[config.mk]
export PLATFORM = sky130hd
export DESIGN_NAME = ex_stage_reg_flat
export DESIGN_NICKNAME = d
export VERILOG_FILES = /design/src/rtl/ex_stage_reg_if.sv /design/src/rtl/ex_stage_reg.sv /design/src/flat_wrapper.sv
export SDC_FILE = /design/constraint.sdc
export NUM_CORES = 1
export LEC_CHECK = 0
export CAP_MARGIN = 20
export CORE_MARGIN = 5
export CORE_UTILIZATION = 40
export CTS_CLUSTER_SIZE = 16
export DETAILED_ROUTE_END_ITERATION = 10
export GPL_TIMING_DRIVEN = 0
export PLACE_DENSITY = 0.86
export SLEW_MARGIN = 20
export SYNTH_ARGS = -nofsm -noshare
export SYNTH_HDL_FRONTEND = slang
export SYNTH_SLANG_ARGS = --single-unit
[constraint.sdc]
create_clock -name clk -period 2.23 [get_ports clk]
set_input_delay 0.669 -clock clk [delete_from_list [all_inputs] [get_ports clk]]
set_output_delay 0.669 -clock clk [all_outputs]
set_load 0.02 [all_outputs]
[src/rtl/ex_stage_reg_if.sv]
// Bundle of decode/ALU inputs and registered execute-stage outputs for ex_stage_reg.
// The master side drives decode/ALU fields; the slave side is the pipeline register.
interface ex_stage_reg_if #(
    parameter int unsigned DATA_W = 32,
    parameter int unsigned PC_W   = 30,
    parameter int unsigned EXP_W  = 3,
    parameter int unsigned CNT_W  = 16
);
    logic              stall;
    logic              flush;
    logic              cnt_clr;
    logic [PC_W-1:0]   id_pc;
    logic              id_en;
    logic [1:0]        id_mem_op;
    logic [DATA_W-1:0] id_mem_wr_data;
    logic [4:0]        id_dst_addr;
    logic              id_gpr_we_;
    logic [EXP_W-1:0]  id_exp_code;
    logic [DATA_W-1:0] alu_out;
    logic              alu_of;

    logic [DATA_W-1:0] fwd_data;
    logic [PC_W-1:0]   ex_pc;
    logic              ex_en;
    logic [1:0]        ex_mem_op;
    logic [DATA_W-1:0] ex_mem_wr_data;
    logic [4:0]        ex_dst_addr;
    logic              ex_gpr_we_;
    logic [EXP_W-1:0]  ex_exp_code;
    logic [DATA_W-1:0] ex_out;
    logic [CNT_W-1:0]  ovf_cnt;

    modport master (
        output stall, flush, cnt_clr, id_pc, id_en, id_mem_op, id_mem_wr_data, id_dst_addr,
               id_gpr_we_, id_exp_code, alu_out, alu_of,
        input  fwd_data, ex_pc, ex_en, ex_mem_op, ex_mem_wr_data, ex_dst_addr, ex_gpr_we_,
               ex_exp_code, ex_out, ovf_cnt
    );

    modport slave (
        input  stall, flush, cnt_clr, id_pc, id_en, id_mem_op, id_mem_wr_data, id_dst_addr,
               id_gpr_we_, id_exp_code, alu_out, alu_of,
        output fwd_data, ex_pc, ex_en, ex_mem_op, ex_mem_wr_data, ex_dst_addr, ex_gpr_we_,
               ex_exp_code, ex_out, ovf_cnt
    );
endinterface

[src/rtl/ex_stage_reg.sv]
// Execute -> memory pipeline register: captures ALU result and control, turns ALU overflow
// into a registered exception, forwards alu_out to decode and counts overflow events.
module ex_stage_reg #(
    parameter int unsigned DATA_W       = 32,
    parameter int unsigned PC_W         = 30,
    parameter int unsigned EXP_W        = 3,
    parameter int unsigned EXP_OVERFLOW = 3,
    parameter int unsigned CNT_W        = 16
) (
    input logic            clk,
    input logic            reset_,
    ex_stage_reg_if.slave  bus
);
    localparam logic [EXP_W-1:0] ExpOvf = EXP_W'(EXP_OVERFLOW);
    localparam logic [CNT_W-1:0] CntMax = '1;

    logic [PC_W-1:0]   pc_q, pc_d;
    logic              en_q, en_d;
    logic [1:0]        mem_op_q, mem_op_d;
    logic [DATA_W-1:0] wr_data_q, wr_data_d;
    logic [4:0]        dst_q, dst_d;
    logic              we_n_q, we_n_d;
    logic [EXP_W-1:0]  exp_q, exp_d;
    logic [DATA_W-1:0] out_q, out_d;
    logic [CNT_W-1:0]  cnt_q, cnt_d;

    logic ovf;
    logic load_normal;

    // An upstream exception masks overflow, so ovf only fires on otherwise clean instructions.
    assign ovf         = bus.id_en & bus.alu_of & (bus.id_exp_code == '0);
    assign load_normal = ~bus.stall & ~bus.flush;

    always_comb begin
        pc_d      = pc_q;
        en_d      = en_q;
        mem_op_d  = mem_op_q;
        wr_data_d = wr_data_q;
        dst_d     = dst_q;
        we_n_d    = we_n_q;
        exp_d     = exp_q;
        out_d     = out_q;
        cnt_d     = cnt_q;

        if (!bus.stall) begin
            pc_d      = bus.id_pc;
            wr_data_d = bus.id_mem_wr_data;
            dst_d     = bus.id_dst_addr;
            out_d     = bus.alu_out;
            if (bus.flush) begin
                en_d     = 1'b0;
                mem_op_d = 2'd0;
                we_n_d   = 1'b1;
                exp_d    = '0;
            end else begin
                en_d     = bus.id_en;
                mem_op_d = bus.id_mem_op;
                we_n_d   = bus.id_gpr_we_;
                exp_d    = bus.id_exp_code;
                if (ovf) begin
                    // Kill side effects; the faulting result is still captured.
                    exp_d    = ExpOvf;
                    mem_op_d = 2'd0;
                    we_n_d   = 1'b1;
                end
            end
        end

        if (bus.cnt_clr) begin
            cnt_d = '0;
        end else if (load_normal && ovf && (cnt_q != CntMax)) begin
            cnt_d = cnt_q + CNT_W'(1);
        end
    end

    always_ff @(posedge clk or negedge reset_) begin
        if (!reset_) begin
            pc_q      <= '0;
            en_q      <= 1'b0;
            mem_op_q  <= 2'd0;
            wr_data_q <= '0;
            dst_q     <= '0;
            we_n_q    <= 1'b1;
            exp_q     <= '0;
            out_q     <= '0;
            cnt_q     <= '0;
        end else begin
            pc_q      <= pc_d;
            en_q      <= en_d;
            mem_op_q  <= mem_op_d;
            wr_data_q <= wr_data_d;
            dst_q     <= dst_d;
            we_n_q    <= we_n_d;
            exp_q     <= exp_d;
            out_q     <= out_d;
            cnt_q     <= cnt_d;
        end
    end

    assign bus.fwd_data       = bus.alu_out;
    assign bus.ex_pc          = pc_q;
    assign bus.ex_en          = en_q;
    assign bus.ex_mem_op      = mem_op_q;
    assign bus.ex_mem_wr_data = wr_data_q;
    assign bus.ex_dst_addr    = dst_q;
    assign bus.ex_gpr_we_     = we_n_q;
    assign bus.ex_exp_code    = exp_q;
    assign bus.ex_out         = out_q;
    assign bus.ovf_cnt        = cnt_q;
endmodule

[src/flat_wrapper.sv]
// flat-port wrapper written by rule: the top's interface ports become plain ports
module ex_stage_reg_flat 
#(
    parameter int unsigned DATA_W       = 32,
    parameter int unsigned PC_W         = 30,
    parameter int unsigned EXP_W        = 3,
    parameter int unsigned EXP_OVERFLOW = 3,
    parameter int unsigned CNT_W        = 16
)
  (clk, reset_, bus_stall, bus_flush, bus_cnt_clr, bus_id_pc, bus_id_en, bus_id_mem_op, bus_id_mem_wr_data, bus_id_dst_addr, bus_id_gpr_we_, bus_id_exp_code, bus_alu_out, bus_alu_of, bus_fwd_data, bus_ex_pc, bus_ex_en, bus_ex_mem_op, bus_ex_mem_wr_data, bus_ex_dst_addr, bus_ex_gpr_we_, bus_ex_exp_code, bus_ex_out, bus_ovf_cnt);
  ex_stage_reg_if #(.DATA_W(DATA_W), .PC_W(PC_W), .EXP_W(EXP_W), .CNT_W(CNT_W)) bus_i ();
  input logic clk;
  input logic reset_;
  input wire logic [$bits(bus_i.stall)-1:0] bus_stall;
  input wire logic [$bits(bus_i.flush)-1:0] bus_flush;
  input wire logic [$bits(bus_i.cnt_clr)-1:0] bus_cnt_clr;
  input wire logic [$bits(bus_i.id_pc)-1:0] bus_id_pc;
  input wire logic [$bits(bus_i.id_en)-1:0] bus_id_en;
  input wire logic [$bits(bus_i.id_mem_op)-1:0] bus_id_mem_op;
  input wire logic [$bits(bus_i.id_mem_wr_data)-1:0] bus_id_mem_wr_data;
  input wire logic [$bits(bus_i.id_dst_addr)-1:0] bus_id_dst_addr;
  input wire logic [$bits(bus_i.id_gpr_we_)-1:0] bus_id_gpr_we_;
  input wire logic [$bits(bus_i.id_exp_code)-1:0] bus_id_exp_code;
  input wire logic [$bits(bus_i.alu_out)-1:0] bus_alu_out;
  input wire logic [$bits(bus_i.alu_of)-1:0] bus_alu_of;
  output wire logic [$bits(bus_i.fwd_data)-1:0] bus_fwd_data;
  output wire logic [$bits(bus_i.ex_pc)-1:0] bus_ex_pc;
  output wire logic [$bits(bus_i.ex_en)-1:0] bus_ex_en;
  output wire logic [$bits(bus_i.ex_mem_op)-1:0] bus_ex_mem_op;
  output wire logic [$bits(bus_i.ex_mem_wr_data)-1:0] bus_ex_mem_wr_data;
  output wire logic [$bits(bus_i.ex_dst_addr)-1:0] bus_ex_dst_addr;
  output wire logic [$bits(bus_i.ex_gpr_we_)-1:0] bus_ex_gpr_we_;
  output wire logic [$bits(bus_i.ex_exp_code)-1:0] bus_ex_exp_code;
  output wire logic [$bits(bus_i.ex_out)-1:0] bus_ex_out;
  output wire logic [$bits(bus_i.ovf_cnt)-1:0] bus_ovf_cnt;
  assign bus_i.stall = bus_stall;
  assign bus_i.flush = bus_flush;
  assign bus_i.cnt_clr = bus_cnt_clr;
  assign bus_i.id_pc = bus_id_pc;
  assign bus_i.id_en = bus_id_en;
  assign bus_i.id_mem_op = bus_id_mem_op;
  assign bus_i.id_mem_wr_data = bus_id_mem_wr_data;
  assign bus_i.id_dst_addr = bus_id_dst_addr;
  assign bus_i.id_gpr_we_ = bus_id_gpr_we_;
  assign bus_i.id_exp_code = bus_id_exp_code;
  assign bus_i.alu_out = bus_alu_out;
  assign bus_i.alu_of = bus_alu_of;
  assign bus_fwd_data = bus_i.fwd_data;
  assign bus_ex_pc = bus_i.ex_pc;
  assign bus_ex_en = bus_i.ex_en;
  assign bus_ex_mem_op = bus_i.ex_mem_op;
  assign bus_ex_mem_wr_data = bus_i.ex_mem_wr_data;
  assign bus_ex_dst_addr = bus_i.ex_dst_addr;
  assign bus_ex_gpr_we_ = bus_i.ex_gpr_we_;
  assign bus_ex_exp_code = bus_i.ex_exp_code;
  assign bus_ex_out = bus_i.ex_out;
  assign bus_ovf_cnt = bus_i.ovf_cnt;
  ex_stage_reg #(.DATA_W(DATA_W), .PC_W(PC_W), .EXP_W(EXP_W), .EXP_OVERFLOW(EXP_OVERFLOW), .CNT_W(CNT_W)) u_core (.clk(clk), .reset_(reset_), .bus(bus_i));
endmodule
**Word-level counts from Yosys, hierarchy flattened**

Index checks and enable logic that the tools add are counted.

- Register bits: 122
- Bits of input ports: 112
- Output and inout bits: 154

- $add $sub $neg: 1
- Equal/unequal tests: 1
- Muxes and demuxes: 9
- Bitwise logic cells: 5
- Reductions and logical operators: 4

Operator list:

| cell | number |
|---|---|
| 2-to-1 mux 16 bit | 2 |
| adder 16 x 1 -> 16 bit (second input constant) | 1 |
| inequality test 16 bit (second input constant) | 1 |
| 2-to-1 mux 3 bit | 2 |
| 2-to-1 mux 2 bit | 2 |
| bitwise AND 1 bit | 3 |
| zero test 3 bit | 1 |
| 2-to-1 mux 1 bit | 3 |
| logical AND 1 bit | 2 |
| NOT 1 bit | 2 |
| nonzero test 2 bit | 1 |

**Longest topological paths before layout**

- Depth after elaboration: 6
- Depth in mapped cells: 6

**Least setup slack after synthesis**

Ideal clock, no wire load.

- Kind: input port to flip-flop
- Start point: input port bus_id_exp_code[1]
- End point: register u_core.cnt_q[12], in the netlist u_core.bus.ovf_cnt[12]
- Setup time: 132 ps
- Data arrival time: 1,800 ps
- Required time: 2,098 ps
- Path slack: 298 ps
- Stages: 6
- Path buffers: 1
- Path through: nor4b_2 nand3_2 buf_6 nor4b_2 xnor2_1 nor2_1

- Cells in the longest elaborated chain, start to end: 5

RTL lines:

| what | RTL line | source |
|---|---|---|
| from (decl) | flat_wrapper.sv:23 | `input wire logic [$bits(bus_i.id_exp_code)-1:0] bus_id_exp_code;` |
| zero test 3 bit | ex_stage_reg.sv:31 | `assign ovf = bus.id_en & bus.alu_of & (bus.id_exp_code == '0);` |
| bitwise AND 1 bit | ex_stage_reg.sv:31 |  |
| logical AND 1 bit (2 in series) | ex_stage_reg.sv:71 | `end else if (load_normal && ovf && (cnt_q != CntMax)) begin` |
| nonzero test 2 bit (no line) | - |  |
| to (signal assigned) | ex_stage_reg.sv:96 | `cnt_q <= cnt_d;` |
| to (decl) | ex_stage_reg.sv:25 | `logic [CNT_W-1:0] cnt_q, cnt_d;` |

Every way passes these cells.
A chain may end at the register's enable or synchronous reset.

**Worst setup path after layout**

- Start point: input port bus_alu_out[9]
- End point: output port bus_fwd_data[9]

RTL lines:

| what | RTL line | source |
|---|---|---|
| from (decl) | flat_wrapper.sv:24 | `input wire logic [$bits(bus_i.alu_out)-1:0] bus_alu_out;` |
| to (decl) | flat_wrapper.sv:26 | `output wire logic [$bits(bus_i.fwd_data)-1:0] bus_fwd_data;` |

No word-level cell between the ends.

==> reports/results.tsv <==
stage	metric	value	unit
outcome	status	finished, final reports clean	
yosys	EDFF count, synth	0	
routing	First-pass DRT Iterations	4	
yosys	most frequent cell after synthesis	dfrtp_1	
sta	Hold Violations, Final	0	
routing	via count	3989	
routing	vias per cell	4.83	
run	Max Cap Viol	0	
grt	largest net degree at the start of global routing	77	
sta	final worst clock skew	0.00198	ns
sta	worst-margin pin slew	0.595	ns
yosys	Post-synth ARST share	100	%
sta	post-layout min period	2.21	ns
floorplan	die footprint	0.0153	mm²
routing	# DRC	0	
critical_path	Max FO, Critical Path	2	
critical_path	Critical Path AT	1.54	ns
critical_path	r2r setup slk	0.33	ns
floorplan	Die Wd	124	µm
yosys	dominant cells by area after synthesis	dfrtp_1 59%, mux2_2 13%, mux2_1 8.5%	
power_and_ir_drop	pwr dens	772	mW/mm²
yosys	cell area after synthesis	0.00515	mm²
layout	Post-Layout Cell Count	826	
floorplan	I/O pins	266	
critical_path	r2r endpoint	u_core.bus.ovf_cnt[5]	
worst_hold_path	HP Class	primary input to asynchronous set/reset pin	
yosys	area leader, netlist	dfrtp_1	
yosys	Netlist cell types	34	
yosys	flops & latches, synth	122	
grt	first-pass GRT wire length	23300	µm
critical_path	critical register-to-register path startpoint	u_core.bus.ovf_cnt[0]	
sta	Slew HR	60.4	%
power_and_ir_drop	VDD IR max	0.549	mV
critical_path	Worst EP required	1.56	ns
yosys	Commonest cells post-synth	121 x dfrtp_1, 60 x mux2_2, 39 x mux2_1	
clocking	Hold Buf Count CTS	0	
grt	initial antenna violation count	0	
yosys	Cells after Synth	358	
clocking	Max H-tree Level	4	
clocking	cts repair resizes	87	
routing	DRT iter0 DRCs	159	
clocking	CTS tree	built	
sta	Slew Limit Fails	0	
sta	period utilization	99.0	%
sta	fmax	453	MHz
grt	vias in the first global route	4375	
clocking	clock slew at the register clock pins of the worst setup and hold paths	0.06	ns
sta	endpoints failing setup	0	
layout	FF+latch area	0.00305	mm²
placement	# port buffers	264	
critical_path	Worst Setup SP	bus_alu_out[9]	
clocking	TritonCTS Buffers	17	
layout	FILL cells	921	
yosys	Synth Flop Type	dfrtp_1	
critical_path	crit end category	output port	
layout	P&R area growth vs syn	66.7	%
yosys	share of the synthesized area in the top cell type	58.7	%
routing	Antenna Nets Post-Route	0	
critical_path	Worst setup endpoint	bus_fwd_data[9]	
sta	setup TNS	0	ns
floorplan	Initial Util	40.8	%
floorplan	DIE HEIGHT	124	µm
placement	placed cell count	795	
power_and_ir_drop	LEAKAGE	3.60	nW
yosys	Synth warnings	0	
grt	global route total overflow	0	
clocking	root buffer cell	clkbuf_16	
clocking	Worst-Skew Late Latency	0.41	ns
yosys	Avg Cell Area, Syn	14.4	µm²
yosys	Syn Nets	471	
sta	RSZ-0062 raised after global routing	false	
power_and_ir_drop	total power	6.63	mW
critical_path	R2R cell count	6	
clocking	Post-CTS Setup Inserts	0	
layout	Layout Nets	755	
clocking	CTS max path bufs	2	
grt	gr usage total	20.4	%
layout	area occupied by multi-input gates	0.00177	mm²
floorplan	Core Area	0.0126	mm²
yosys	post-synthesis sequential area ratio	59.2	%
placement	routability cong.	0.809	
layout	layout cell share with drive strength beyond 1	27.1	%
placement	DP HPWL	11800	µm
routing	Wirelength per Cell	18.7	µm
clocking	clk sink count	122	
floorplan	number of cell rows	41	
layout	n_diodes	0	
critical_path	Setup Crit Path Kind	primary input to output port	
critical_path	critical path startpoint category	primary input	
routing	Total Wirelength	15400	µm
[through the flow]
step / worst slack (ns) / util, % / hold slack (ns) / area [µm²]
3_5_place_dp: -0.652 / 63.7 / 0.455 / 8040
5_1_grt: 0.00141 / 68.1 / 0.206 / 8590
2_1_floorplan: 0.298 / - / 0.373 / 5150
6_report: 0.0213 / 68.1 / 0.182 / 8590
4_1_cts: 0.000112 / 68.7 / 0.185 / 8670
3_3_place_gp: -4.09 / 63.5 / 0.456 / 8010
[report_power, final]
| group | internal, mW | switching [mW] | leakage [nW] |
|---|---|---|---|
| clock network | 1.89 | 0.933 | 0.302 |
| registers | 2.41 | 0.101 | 1.47 |
| logic | 0.703 | 0.594 | 1.83 |
| total | 5.00 | 1.63 | 3.60 |
[routing by layer]
metal | GRT usage [%] | vias to the layer above | part of all wire, % | wire, µm
met5 | 0 | - | 0 | 0
met4 | 9.83 | 0 | 2.8 | 427
met3 | 6.91 | 32 | 9.9 | 1530
met2 | 36.4 | 194 | 52 | 7990
met1 | 21.5 | 1957 | 35 | 5470
li1 | - | 1806 | - | -
[state kept, by name (all words and copies together), names as in the netlist]
name	cells
u_core.bus.ovf_cnt	16
u_core.bus.ex_mem_op	2
u_core.bus.ex_dst_addr	5
u_core.bus.ex_mem_wr_data	32
u_core.bus.ex_out	32
u_core.bus.ex_gpr_we_	1
u_core.bus.ex_exp_code	3
u_core.bus.ex_en	1
u_core.bus.ex_pc	30
[how the worst min path moves through the flow]
stage,to,from
global placement,u_core.bus.ex_gpr_we_,u_core.bus.ex_gpr_we_
floorplan,u_core.bus.ex_dst_addr[0],reset_
CTS,u_core.bus.ex_out[18],reset_
finish,u_core.bus.ex_out[13],reset_
detailed placement,u_core.bus.ex_gpr_we_,u_core.bus.ex_gpr_we_
global route,u_core.bus.ex_out[15],reset_
[worst max-delay path, stage by stage]
cell	delay, ns
clkdlybuf4s50_1	0.49
buf_4	0.11
clkdlybuf4s15_2	0.27
[placed cells by master, fill, tap and decap left out, types with 4 or more instances in the layout]
cell	netlist	final
clkbuf_16	0	17
a2111oi_2	8	8
mux2_1	39	39
dlygate4sd2_1	0	4
nor2_1	16	16
xnor2_1	14	14
buf_2	0	4
buf_4	32	33
clkbuf_8	0	5
clkbuf_2	0	13
nand4_1	4	4
dfrtp_1	121	121
buf_6	3	4
clkdlybuf4s15_2	0	14
clkbuf_1	13	14
mux2_2	60	60
nand2_1	10	10
and4_4	4	4
clkdlybuf4s50_1	0	225
[cell families (layout without fill, tap and decap cells)]
family | Yosys count | after routing | synth area share [%]
DFF | 122 | 122 | 59.2
muxes | 100 | 100 | 21.8
buffers and inverters | 51 | 347 | 6.48
and+or+nand+nor | 50 | 50 | 5.92
AOI/OAI and AO/OA | 20 | 20 | 3.91
xor gates and xnor gates | 14 | 14 | 2.38
adders and majority gates | 1 | 1 | 0.243
[layout make-up]
cell class                      count  area share, %
Sequential cell                   122           35.5
Timing Repair Buffer              265           30.3
Multi-Input combinational cell    185           20.6
Clock buffer                       24           5.84
Buffer                             49           3.82
Tap cell                          172           2.50
Clock inverter                      7           1.31
Inverter                            2         0.0874
(Power assumes the default switching activity.)
